`config.mk`:
```
export PLATFORM = sky130hd
export DESIGN_NAME = input_debounce
export DESIGN_NICKNAME = d
export VERILOG_FILES = /design/src/rtl/input_debounce_pkg.sv /design/src/rtl/debounce_channel.sv /design/src/rtl/input_debounce.sv
export SDC_FILE = /design/constraint.sdc
export NUM_CORES = 1
export LEC_CHECK = 0
export BUFFER_PORTS_ARGS = -buffer_cell sky130_fd_sc_hd__buf_2
export CAP_MARGIN = 20
export CORE_MARGIN = 2
export CORE_UTILIZATION = 50
export DETAILED_ROUTE_END_ITERATION = 16
export PLACE_DENSITY = 0.68
export RECOVER_POWER = 50
export SLEW_MARGIN = 20
export SYNTH_ARGS = -nofsm -noshare
export SYNTH_HDL_FRONTEND = slang
export SYNTH_SLANG_ARGS = --single-unit
```
`constraint.sdc`:
```
create_clock -name clk -period 3.1 [get_ports clk]
set_clock_uncertainty 0.1 [all_clocks]
set_input_delay 0.155 -clock clk [delete_from_list [all_inputs] [get_ports clk]]
set_output_delay 0.155 -clock clk [all_outputs]
set_load 0.05 [all_outputs]
```
`src/rtl/input_debounce_pkg.sv`:
```
`default_nettype none
// ============================================================================
// Module      : input_debounce_pkg
// Description : Shared types, default timing constants (74.25 MHz clock) and
//               the counter width helper for the input debouncer.
// Revision    : 1.0 - initial release
// ============================================================================
package input_debounce_pkg;

  // Auto-repeat state per channel
  typedef enum logic [1:0] {
    IDLE   = 2'd0,
    DELAY  = 2'd1,
    REPEAT = 2'd2
  } rpt_state_t;

  // ~0.88 ms of stability before a level change is accepted
  localparam int c_DEBOUNCE_CYCLES = 65536;
  // ~323 ms hold before the first auto-repeat
  localparam int c_REPEAT_DELAY    = 24000000;
  // ~54 ms between subsequent auto-repeats
  localparam int c_REPEAT_RATE     = 4000000;

  // Bits needed to hold values 0..max_count; never less than one bit
  function automatic int cnt_width(input int max_count);
    return (max_count < 1) ? 1 : $clog2(max_count + 1);
  endfunction

endpackage
`default_nettype wire

```
`src/rtl/debounce_channel.sv`:
```
`default_nettype none
// ============================================================================
// Module      : debounce_channel
// Description : Single-bit debouncer. Accepts a level change after
//               DEBOUNCE_CYCLES consecutive differing samples and emits
//               one-cycle press/release pulses. When INPUT_DEBOUNCE_REPEAT_EN
//               is defined, a held press also produces auto-repeat pulses.
// Revision    : 1.0 - initial release
// ============================================================================
module debounce_channel
  import input_debounce_pkg::*;
#(
  parameter int DEBOUNCE_CYCLES = c_DEBOUNCE_CYCLES,
  parameter int REPEAT_DELAY    = c_REPEAT_DELAY,
  parameter int REPEAT_RATE     = c_REPEAT_RATE
) (
  input  logic clk,
  input  logic reset,
  input  logic din,
  output logic dout,
  output logic press,
  output logic release_pulse,
  output logic repeat_pulse
);

  localparam int              c_CW   = cnt_width(DEBOUNCE_CYCLES);
  localparam logic [c_CW-1:0] c_LAST = c_CW'(DEBOUNCE_CYCLES - 1);

  logic [c_CW-1:0] r_cnt;
  logic            r_dout;
  logic            r_press;
  logic            r_release;
  logic            w_toggle;

  // Input has disagreed with the accepted level for the full window
  assign w_toggle = (din != r_dout) && (r_cnt == c_LAST);

  // Stability counter, accepted level and edge pulses
  always_ff @(posedge clk) begin
    if (reset) begin
      r_cnt     <= '0;
      r_dout    <= 1'b0;
      r_press   <= 1'b0;
      r_release <= 1'b0;
    end else begin
      r_press   <= w_toggle && !r_dout;
      r_release <= w_toggle &&  r_dout;
      if (din == r_dout) begin
        r_cnt <= '0;
      end else if (w_toggle) begin
        r_cnt  <= '0;
        r_dout <= ~r_dout;
      end else begin
        r_cnt <= r_cnt + 1'b1;
      end
    end
  end

  assign dout          = r_dout;
  assign press         = r_press;
  assign release_pulse = r_release;

`ifdef INPUT_DEBOUNCE_REPEAT_EN
  localparam int c_RMAX = (REPEAT_DELAY > REPEAT_RATE) ? REPEAT_DELAY : REPEAT_RATE;
  localparam int c_RW   = cnt_width(c_RMAX);
  localparam logic [c_RW-1:0] c_DELAY_LAST = c_RW'(REPEAT_DELAY - 1);
  localparam logic [c_RW-1:0] c_RATE_LAST  = c_RW'(REPEAT_RATE - 1);

  rpt_state_t      r_state;
  logic [c_RW-1:0] r_rcnt;
  logic            r_repeat;
  logic            w_rise;
  logic            w_fall;

  // Decoded on the same edge that updates dout, so the FSM tracks press/release exactly
  assign w_rise = w_toggle && !r_dout;
  assign w_fall = w_toggle &&  r_dout;

  // Auto-repeat FSM; a debounced release wins over any pending repeat
  always_ff @(posedge clk) begin
    if (reset) begin
      r_state  <= IDLE;
      r_rcnt   <= '0;
      r_repeat <= 1'b0;
    end else begin
      r_repeat <= 1'b0;
      if (w_fall) begin
        r_state <= IDLE;
        r_rcnt  <= '0;
      end else begin
        case (r_state)
          IDLE: begin
            if (w_rise) begin
              r_state <= DELAY;
              r_rcnt  <= '0;
            end
          end
          DELAY: begin
            if (r_rcnt == c_DELAY_LAST) begin
              r_repeat <= 1'b1;
              r_rcnt   <= '0;
              r_state  <= REPEAT;
            end else begin
              r_rcnt <= r_rcnt + 1'b1;
            end
          end
          REPEAT: begin
            if (r_rcnt == c_RATE_LAST) begin
              r_repeat <= 1'b1;
              r_rcnt   <= '0;
            end else begin
              r_rcnt <= r_rcnt + 1'b1;
            end
          end
          default: begin
            r_state <= IDLE;
            r_rcnt  <= '0;
          end
        endcase
      end
    end
  end

  assign repeat_pulse = r_repeat;
`else
  assign repeat_pulse = 1'b0;
`endif

endmodule
`default_nettype wire

```
`src/rtl/input_debounce.sv`:
```
`default_nettype none
// ============================================================================
// Module      : input_debounce
// Description : WIDTH independent debounce channels for synchronized slow
//               inputs (buttons). Outputs a clean level plus one-cycle
//               press/release pulses per bit. Optional auto-repeat is built
//               when the macro INPUT_DEBOUNCE_REPEAT_EN is defined; otherwise
//               repeat_pulse is constant zero.
// Revision    : 1.0 - initial release
// ============================================================================
module input_debounce
  import input_debounce_pkg::*;
#(
  parameter int WIDTH           = 16,
  parameter int DEBOUNCE_CYCLES = c_DEBOUNCE_CYCLES,
  parameter int REPEAT_DELAY    = c_REPEAT_DELAY,
  parameter int REPEAT_RATE     = c_REPEAT_RATE
) (
  input  logic             clk,
  input  logic             reset,
  input  logic [WIDTH-1:0] din,
  output logic [WIDTH-1:0] dout,
  output logic [WIDTH-1:0] press,
  output logic [WIDTH-1:0] release_pulse,
  output logic [WIDTH-1:0] repeat_pulse
);

  // One fully independent channel per input bit
  generate
    for (genvar gi = 0; gi < WIDTH; gi++) begin : g_chan
      debounce_channel #(
        .DEBOUNCE_CYCLES (DEBOUNCE_CYCLES),
        .REPEAT_DELAY    (REPEAT_DELAY),
        .REPEAT_RATE     (REPEAT_RATE)
      ) u_chan (
        .clk           (clk),
        .reset         (reset),
        .din           (din[gi]),
        .dout          (dout[gi]),
        .press         (press[gi]),
        .release_pulse (release_pulse[gi]),
        .repeat_pulse  (repeat_pulse[gi])
      );
    end
  endgenerate

endmodule
`default_nettype wire

```
# == Yosys cells after proc, flatten, opt, wreduce, memory -nomap -nowiden ==
# Cells that the tools add are included.
# classes
bitwise_logic,32
n_reduce_logical,96
add_sub_neg,16
eq_ne,48
# ops
operator,n
$add 17x1->17 const B,16
$eq 17x16->1 const B,16
$logic_and 1x1->1,48
$reduce_or 3->1,16
$not 1->1,32
$reduce_and 2->1,16
$eq 1x1->1,16
$logic_not 1->1,16
$ne 1x1->1,16
# totals
ff_bits,320
out_inout_bits,64
inputBits,18
elab_cells,256

# == Depth between registers and ports, before layout ==
# Gate-level depths: netlist (run 1).
# depth
word_depth,3
depth_mapped,9
mapped_depth_nobuf,8

# == By module ==
# Synthesis (run 1) repeated with hierarchy kept, for this count alone.
# unflattened
hier_cells,1493
area_unflattened_um2,13983.4
# modules_own_cells
mod,area_each_um2,n_inst,seq_area_each_um2,cells_per_inst
debounce_channel (g_chan[0].u_chan ...),872.1,15,400.4,93
debounce_channel (g_chan[9].u_chan),902.1,1,400.4,98

# == Least setup slack after synthesis (run 1) ==
# OpenSTA, ideal clock, no wires.
# synth_timing
path_kind,register -> register
startpoint,reg g_chan[1].u_chan.r_cnt[0]
endpoint,reg g_chan[1].u_chan.r_cnt[15]
setup_time_ns,0.059
n_path_buf,1
slack_ns,0.682
t_required_ns,2.941
arrival_time_ns,2.259
period_less_slack_ns,2.418
path_stages_with_launch,10
path_cell_list,dfxtp_1 ha_1 nand4_1 nor4_1 and3_1 ha_1 or3_1 clkbuf_1 or4_1 nand2_1
# synth_between
elab_chain_cells,3
word_cells_on_any_way,4
cone_classes,add/sub: 1; eq/ne: 1; reduce/logical: 2
# synth_lines
element,line,rtl
from (decl),debounce_channel.sv:29,logic [c_CW-1:0] r_cnt;
from (signal assigned),debounce_channel.sv:54,r_cnt <= r_cnt + 1'b1;
"parallel branches: the longest is 3 deep, another holds $add 17x1->17",n/a,
# Several ways; the timed one is not identified.
# A chain may end at the register's enable or synchronous reset.

# == Final worst setup path (run 1) ==
# layout_timing
startpoint,reg g_chan[5].u_chan.r_cnt[0]
endpoint,reg g_chan[5].u_chan.r_cnt[9]
# layout_between
elab_chain_cells,3
word_cells_on_any_way,4
cone_classes,add/sub: 1; eq/ne: 1; reduce/logical: 2
# layout_lines
element,line
from (decl),debounce_channel.sv:29
from (signal assigned),debounce_channel.sv:54
"parallel branches: the longest is 3 deep, another holds $add 17x1->17",n/a
# Several ways; the timed one is not identified.

==> results.yml, run 1 <==
detailed_routing:
  vias: 10100
  drtPass1Iterations: 4
  route.detailed.vias_per_inst: 5.22
  postRouteAntennaNets: 0
  drc: 0
  route.final.wire_length_mm: 23.6
  drtIter0Drc: 375
  detail_route.wl_per_cell_um: 12.2
logic_synthesis:
  syn-instance-count: 1530
  netlist_area_sq_um: 13700
  register_bit_count_reported_by_yosys: 320
  synth-warning-count: 0
  ys_async_sr_fraction_pct: 0
  synthesis.area_per_instance_sq_um: 8.98
  synthFlopType: "sky130_fd_sc_hd__dfxtp_1"
  post_synth_num_cell_types: 39
  synth-seq-area-share_pct: 46.6
  synth-edff-count: 0
placed_design:
  placement.cell_area_sq_um: 14000
  post-place-ws_ns: 0.572
  placement.io_buffers: 65
  gp_routability_congestion: 0.773
  detailedPlacementHpwl_mm: 15.6
die:
  dieWidth_um: 170
  die_height_um: 170
  rows: 60
  io_pins: 82
  floorplan.die_area_sq_um: 28800
  placeableCoreArea_sq_um: 27000
  floorplan.initialDensity_pct: 51.0
critical_path:
  worst_setup_path_end_kind: "flop"
  setup.worst_path.class: "reg2reg"
  startpoint_type: "flop"
  rr_startpoint: "g_chan[5].u_chan.r_cnt[0]$_SDFF_PP0_"
  required_ns: 3.37
  worstPathMaxFanout: 15
  worstPathArrival_ns: 2.86
  worstSetupStartpoint: "g_chan[5].u_chan.r_cnt[0]$_SDFF_PP0_"
final_layout:
  final_util_pct: 56.8
  final_common_cell: "sky130_fd_sc_hd__dfxtp_1"
  final_cell_area_sq_um: 15300
  diodes: 0
  layout.nets: 1619
  area_delta_synth_final_pct: 11.3
  fraction_of_layout_cells_with_a_size_suffix_above_1_pct: 5.46
  most-common-layout-cells: "sky130_fd_sc_hd__dfxtp_1 (320), sky130_fd_sc_hd__nor2_1 (249), sky130_fd_sc_hd__xnor2_1 (125)"
grt:
  number_of_antenna_violations_at_the_first_check_in_global_routing: 0
  first_pass_grt_wire_length_mm: 40.6
  largest_net_degree_at_the_start_of_global_routing: 38
  globalRouteOverflowTotal: 0
  grt_use_total_pct: 16.3
  vias_in_the_first_global_route: 9332
status:
  status: "finished clean"
power_and_ir_drop:
  power.density_nw_per_um2: 570
  p_leak_nw: 4.90
  total_power_mw: 8.72
  max_vdd_drop_uv: 429
timing:
  final_critical_path_setup_slack_ns: 0.511
  final_count_of_hold_timing_violations: 0
  timing.final.max_slew_violations: 0
  highest_achievable_clock_rate_mhz: 386
  setup_viol_count_final: 0
  worstMarginPinSlew_ns: 0.819
  finalWorstPathRequiredPeriod_ns: 2.59
  timing.slew.headroom_pct: 45.4
  period_share_pct: 83.5
  grt_setup_unrepaired: "false"
  final.setup.tns_ns: 0
cts:
  cts.repair.resized: 0
  clkLatencyLatePin_ns: 0.51
  tritoncts.num_buffers: 35
  ctsLongestPathBuffers: 3
  tritoncts_num_sinks: 320
  clock_slew_at_reported_path_ffs_ns: 0.06
  cts.htree.levels: 2
  tritoncts_clock_tree: "done"
  cts_root_buf: "sky130_fd_sc_hd__clkbuf_16"
job:
  number_of_max_cap_violations: 0
hold_path:
  min-delay-start: "reset"
  timing.hold.worst.class: "in2reg"
where the power goes:
group / internal [mW] / switching (mW) / leakage, nW
clock: 2.72 / 1.64 / 0.593
sequential: 4.13 / 0.0208 / 2.58
combinational: 0.0594 / 0.146 / 1.72
flip-flops by register name, indices dropped and copies added (netlist names):
register,cells
g_chan.u_chan.r_cnt,272
g_chan.u_chan.dout,16
g_chan.u_chan.press,16
g_chan.u_chan.release_pulse,16
worst paths after layout:
kind	endpoint	slack, ns	cells after the start
worst max-delay path	g_chan[5].u_chan.r_cnt[9]$_SDFF_PP0_	0.51	7
worst min-delay path	g_chan[5].u_chan.dout$_SDFFE_PP0P_	0.14	2
worst max register to register	g_chan[5].u_chan.r_cnt[9]$_SDFF_PP0_	0.51	7
worst min register to register	g_chan[15].u_chan.r_cnt[0]$_SDFF_PP0_	0.36	1
worst max-delay path, cell delays in order, from the launching register on:
cell and delay (ns):
sky130_fd_sc_hd__dfxtp_1 0.37, sky130_fd_sc_hd__ha_1 0.22, sky130_fd_sc_hd__nand4_1 0.29, sky130_fd_sc_hd__nor4_1 0.38, sky130_fd_sc_hd__ha_1 0.29, sky130_fd_sc_hd__or3_1 0.15, sky130_fd_sc_hd__clkbuf_1 0.52, sky130_fd_sc_hd__nor2_1 0.13
layer usage:
layer  global-route usage (%)  vias up  wire [um]
met1                     20.4     4648      11300
met5                        0        -          0
met2                     28.3      116      10900
met3                     2.94       50        838
met4                     5.43        0        571
li1                         -     5289          -
final cells by class:
type | instances | area [sq um]
fill | 2403 | 11700
multi-input combinational | 1070 | 6570
sequential | 320 | 6410
clock buffer | 48 | 975
timing repair buffer | 92 | 493
tap | 341 | 427
clock inverter | 14 | 244
inverter | 50 | 188
cells in the mapped netlist (14+ instances only):
library cell | count | area share (%)
sky130_fd_sc_hd__mux2i_1 | 17 | 1.2
sky130_fd_sc_hd__clkbuf_1 | 38 | 1.0
sky130_fd_sc_hd__buf_4 | 64 | 3.5
sky130_fd_sc_hd__a21oi_1 | 37 | 1.3
sky130_fd_sc_hd__xor2_1 | 68 | 4.3
sky130_fd_sc_hd__nand3_1 | 93 | 3.4
sky130_fd_sc_hd__nor4bb_1 | 32 | 2.3
sky130_fd_sc_hd__nor3_1 | 52 | 1.9
sky130_fd_sc_hd__or3_1 | 55 | 2.5
sky130_fd_sc_hd__xnor2_1 | 125 | 8.0
sky130_fd_sc_hd__nor4_1 | 39 | 1.8
sky130_fd_sc_hd__nand2_1 | 74 | 2.0
sky130_fd_sc_hd__dfxtp_1 | 320 | 47
sky130_fd_sc_hd__and4_1 | 22 | 1.4
sky130_fd_sc_hd__nor2_1 | 249 | 6.8
sky130_fd_sc_hd__o21ai_0 | 32 | 1.2
sky130_fd_sc_hd__and3_1 | 19 | 0.86
sky130_fd_sc_hd__and2_1 | 14 | 0.64
sky130_fd_sc_hd__inv_1 | 50 | 1.4
sky130_fd_sc_hd__ha_1 | 32 | 2.9
sky130_fd_sc_hd__nand4_1 | 53 | 2.4
through the flow:
stage | hold slack [ns] | std cells
finish | 0.138 | 1935
global route | 0.165 | 1935
CTS | 0.126 | 1935
detailed placement | 0.277 | 1857
global placement | 0.273 | 1857
floorplan | 0.131 | 1545
cell families (layout without fill, tap and decap cells):
kind of cell / Yosys count / in the layout / synth area share [%]
AO/OA/AOI/OAI: 84 / 84 / 3.36
flip-flops: 320 / 320 / 46.6
adder cells (fa/ha/maj): 32 / 32 / 2.91
XOR/XNOR: 193 / 193 / 12.3
multiplexers: 17 / 17 / 1.24
AND/OR/NAND/NOR: 728 / 728 / 27.6
other: 1 / 16 / 0.0273
buffers and inverters: 155 / 204 / 5.99
what timing repair did:
action | CTS | global route
hold endpoints to repair | 51 | 0
hold buffers | 16 | 0
endpoints found under the setup margin | 0 | 0
buffers inserted | 0 | 0
(Power assumes the default switching activity.)
==> inputs of run 2 (changes only) <==
--- a/config.mk
+++ b/config.mk
@@ -10,7 +10,7 @@
 export CORE_MARGIN = 2
 export CORE_UTILIZATION = 50
 export DETAILED_ROUTE_END_ITERATION = 16
-export PLACE_DENSITY = 0.68
+export PLACE_DENSITY = 0.7
 export RECOVER_POWER = 50
 export SLEW_MARGIN = 20
 export SYNTH_ARGS = -nofsm -noshare
==> constraint.sdc (replaced) <==
create_clock -name clk -period 2.3 [get_ports clk]
set_clock_uncertainty 0.1 [all_clocks]
set_input_delay 0.115 -clock clk [delete_from_list [all_inputs] [get_ports clk]]
set_output_delay 0.115 -clock clk [all_outputs]
set_load 0.05 [all_outputs]
==> run 2 against run 1 <==
Effect of this change:
- sequential share of layout area shrank 1.0 points
- first-iteration DRC count grew 23%
- via count grew 0.24%
- final cell count grew 2.3%
- critical path depth grew 1
- die area is the same
- register-to-register slack lost 0.43 ns
- sequential power grew 35%
- final area grew 2.6%
==> results.yml, run 2 (same netlist as run 1, synthesis figures left out) <==
timing:
  period_share_pct: 96.7
  setup_viol_count_final: 0
  grt_setup_unrepaired: "false"
  timing.final.max_slew_violations: 0
  finalWorstPathRequiredPeriod_ns: 2.22
  worstMarginPinSlew_ns: 0.685
  final_count_of_hold_timing_violations: 0
  highest_achievable_clock_rate_mhz: 450
  timing.slew.headroom_pct: 54.5
grt:
  globalRouteOverflowTotal: 0
  number_of_antenna_violations_at_the_first_check_in_global_routing: 0
  grt_use_total_pct: 16.9
  first_pass_grt_wire_length_mm: 42.1
  vias_in_the_first_global_route: 9677
  largest_net_degree_at_the_start_of_global_routing: 25
cts:
  clkLatencyLatePin_ns: 0.50
  tritoncts_clock_tree: "done"
  cts_root_buf: "sky130_fd_sc_hd__clkbuf_16"
  cts.htree.levels: 2
  clock_slew_at_reported_path_ffs_ns: 0.06
  tritoncts.num_buffers: 34
  tritoncts_num_sinks: 320
  ctsLongestPathBuffers: 3
job:
  number_of_max_cap_violations: 0
final_layout:
  layout.nets: 1667
  final_util_pct: 58.2
  most-common-layout-cells: "sky130_fd_sc_hd__dfxtp_1 (319), sky130_fd_sc_hd__nor2_1 (249), sky130_fd_sc_hd__xnor2_1 (125)"
  fraction_of_layout_cells_with_a_size_suffix_above_1_pct: 8.91
  flip_flop_count_of_the_largest_register_all_copies_and_words_added: 272
  final_common_cell: "sky130_fd_sc_hd__dfxtp_1"
  top_register: "g_chan.u_chan.r_cnt"
  area_delta_synth_final_pct: 14.2
  diodes: 0
critical_path:
  startpoint_type: "flop"
  worstSetupStartpoint: "g_chan[3].u_chan.r_cnt[0]$_SDFF_PP0_"
  setup.worst_path.class: "reg2reg"
  worst_setup_path_endpoint: "g_chan[3].u_chan.r_cnt[15]$_SDFF_PP0_"
  timing.critical_path.slowest_cell_delay_ns: 0.50
  rr_startpoint: "g_chan[3].u_chan.r_cnt[0]$_SDFF_PP0_"
  most_frequent_cell_on_critical_path: "sky130_fd_sc_hd__ha_2"
  crit_path_cell_trace: "ha_2, and4_4, nand4_1, nor2_1, ha_2, or3_1, or4_1, nand2_1"
  worst_setup_path_end_kind: "flop"
  setup.reg_to_reg.worst_slack_ns: 0.08
  crit_path_top_delay_cell: "sky130_fd_sc_hd__or4_1"
  worstRegToRegCells: 8
  worstPathMaxFanout: 5
  required_ns: 2.65
  reg2reg_to: "g_chan[3].u_chan.r_cnt[15]$_SDFF_PP0_"
  worstPathArrival_ns: 2.57
hold_path:
  timing.hold.worst.class: "in2reg"
die:
  floorplan.initialDensity_pct: 51.0
  die_height_um: 170
  floorplan.die_area_sq_um: 28800
  dieWidth_um: 170
  rows: 60
  placeableCoreArea_sq_um: 27000
  io_pins: 82
placed_design:
  placement.io_buffers: 65
  detailedPlacementHpwl_mm: 16.0
  gp_routability_congestion: 0.786
power_and_ir_drop:
  max_vdd_drop_uv: 419
  total_power_mw: 11.4
  p_leak_nw: 5.12
  power.density_nw_per_um2: 724
detailed_routing:
  drtIter0Drc: 463
  detail_route.wl_per_cell_um: 12.0
  route.detailed.vias_per_inst: 5.12
  vias: 10100
  postRouteAntennaNets: 0
  route.final.wire_length_mm: 23.7
  drtPass1Iterations: 4
  drc: 0
status:
  status: "finished clean"
## run 2: cell types whose count changed in the layout (fill, tap and decap cells not counted), moves of 3 or more
cell	change
sky130_fd_sc_hd__ha_1	-8
sky130_fd_sc_hd__inv_6	-3
sky130_fd_sc_hd__nor4_2	+3
sky130_fd_sc_hd__and2_0	-7
sky130_fd_sc_hd__buf_12	+5
sky130_fd_sc_hd__bufinv_16	-4
sky130_fd_sc_hd__buf_4	+36
sky130_fd_sc_hd__clkbuf_2	+4
sky130_fd_sc_hd__and2_1	+7
sky130_fd_sc_hd__ha_2	+8
sky130_fd_sc_hd__nor4_1	-4
sky130_fd_sc_hd__clkinv_2	+3
## run 2: stage by stage
stage                     cell area (sq um)  setup TNS [ns]  setup slack (ns)  hold slack (ns)  instances
after CTS                             15700               0            0.0580            0.237       1977
after detailed placement              14400               0            0.0704            0.234       1903
after floorplan                       13900         -0.0694           -0.0694           0.0907       1545
final                                 15700               0            0.0765            0.265       1979
after global placement                14400               0             0.116            0.232       1903
after global routing                  15700               0           0.00116            0.262       1979
## run 2: how the worst min path moves through the flow
stage,start,end,cells after the start
after floorplan,din[0],g_chan[0].u_chan.release_pulse$_SDFF_PP0_,1
final,din[6],g_chan[6].u_chan.release_pulse$_SDFF_PP0_,3
after CTS,din[7],g_chan[7].u_chan.release_pulse$_SDFF_PP0_,3
after global placement,din[13],g_chan[13].u_chan.release_pulse$_SDFF_PP0_,2
after detailed placement,din[10],g_chan[10].u_chan.release_pulse$_SDFF_PP0_,2
after global routing,din[10],g_chan[10].u_chan.release_pulse$_SDFF_PP0_,3
## run 2: critical path, delay by kind of cell, from the launching register on
kind / cells / cell delay (ns)
and+or+nand+nor: 6 / 1.36
DFF: 1 / 0.33
adders and majority gates: 2 / 0.38
## run 2: cell type report
type | count | area (sq um)
Clock buffer | 50 | 1040
Clock inverter | 7 | 85.1
Fill cell | 2337 | 11300
Inverter | 50 | 188
Multi-Input combinational cell | 1070 | 6640
Sequential cell | 320 | 6410
Tap cell | 341 | 427
Timing Repair Buffer | 141 | 905
## run 2: repair_timing
item / in CTS / in global routing
hold buffers: 17 / 0
hold endpoints to repair: 58 / 0
endpoints found under the setup margin: 0 / 38
buffers inserted: 0 / 2
resized for setup: 0 / 6
## run 2: routing by layer
layer	share of wire [%]	global-route usage [%]
met5	0	0
met3	2.8	2.71
met1	49	21.3
met2	47	29.7
met4	1.8	5.13
## run 2: where the power goes
part | internal, mW | leakage [nW] | switching (mW) | total [mW]
registers | 5.57 | 2.58 | 0.0239 | 5.59
clock network | 3.36 | 0.561 | 2.08 | 5.44
logic | 0.114 | 1.97 | 0.209 | 0.324
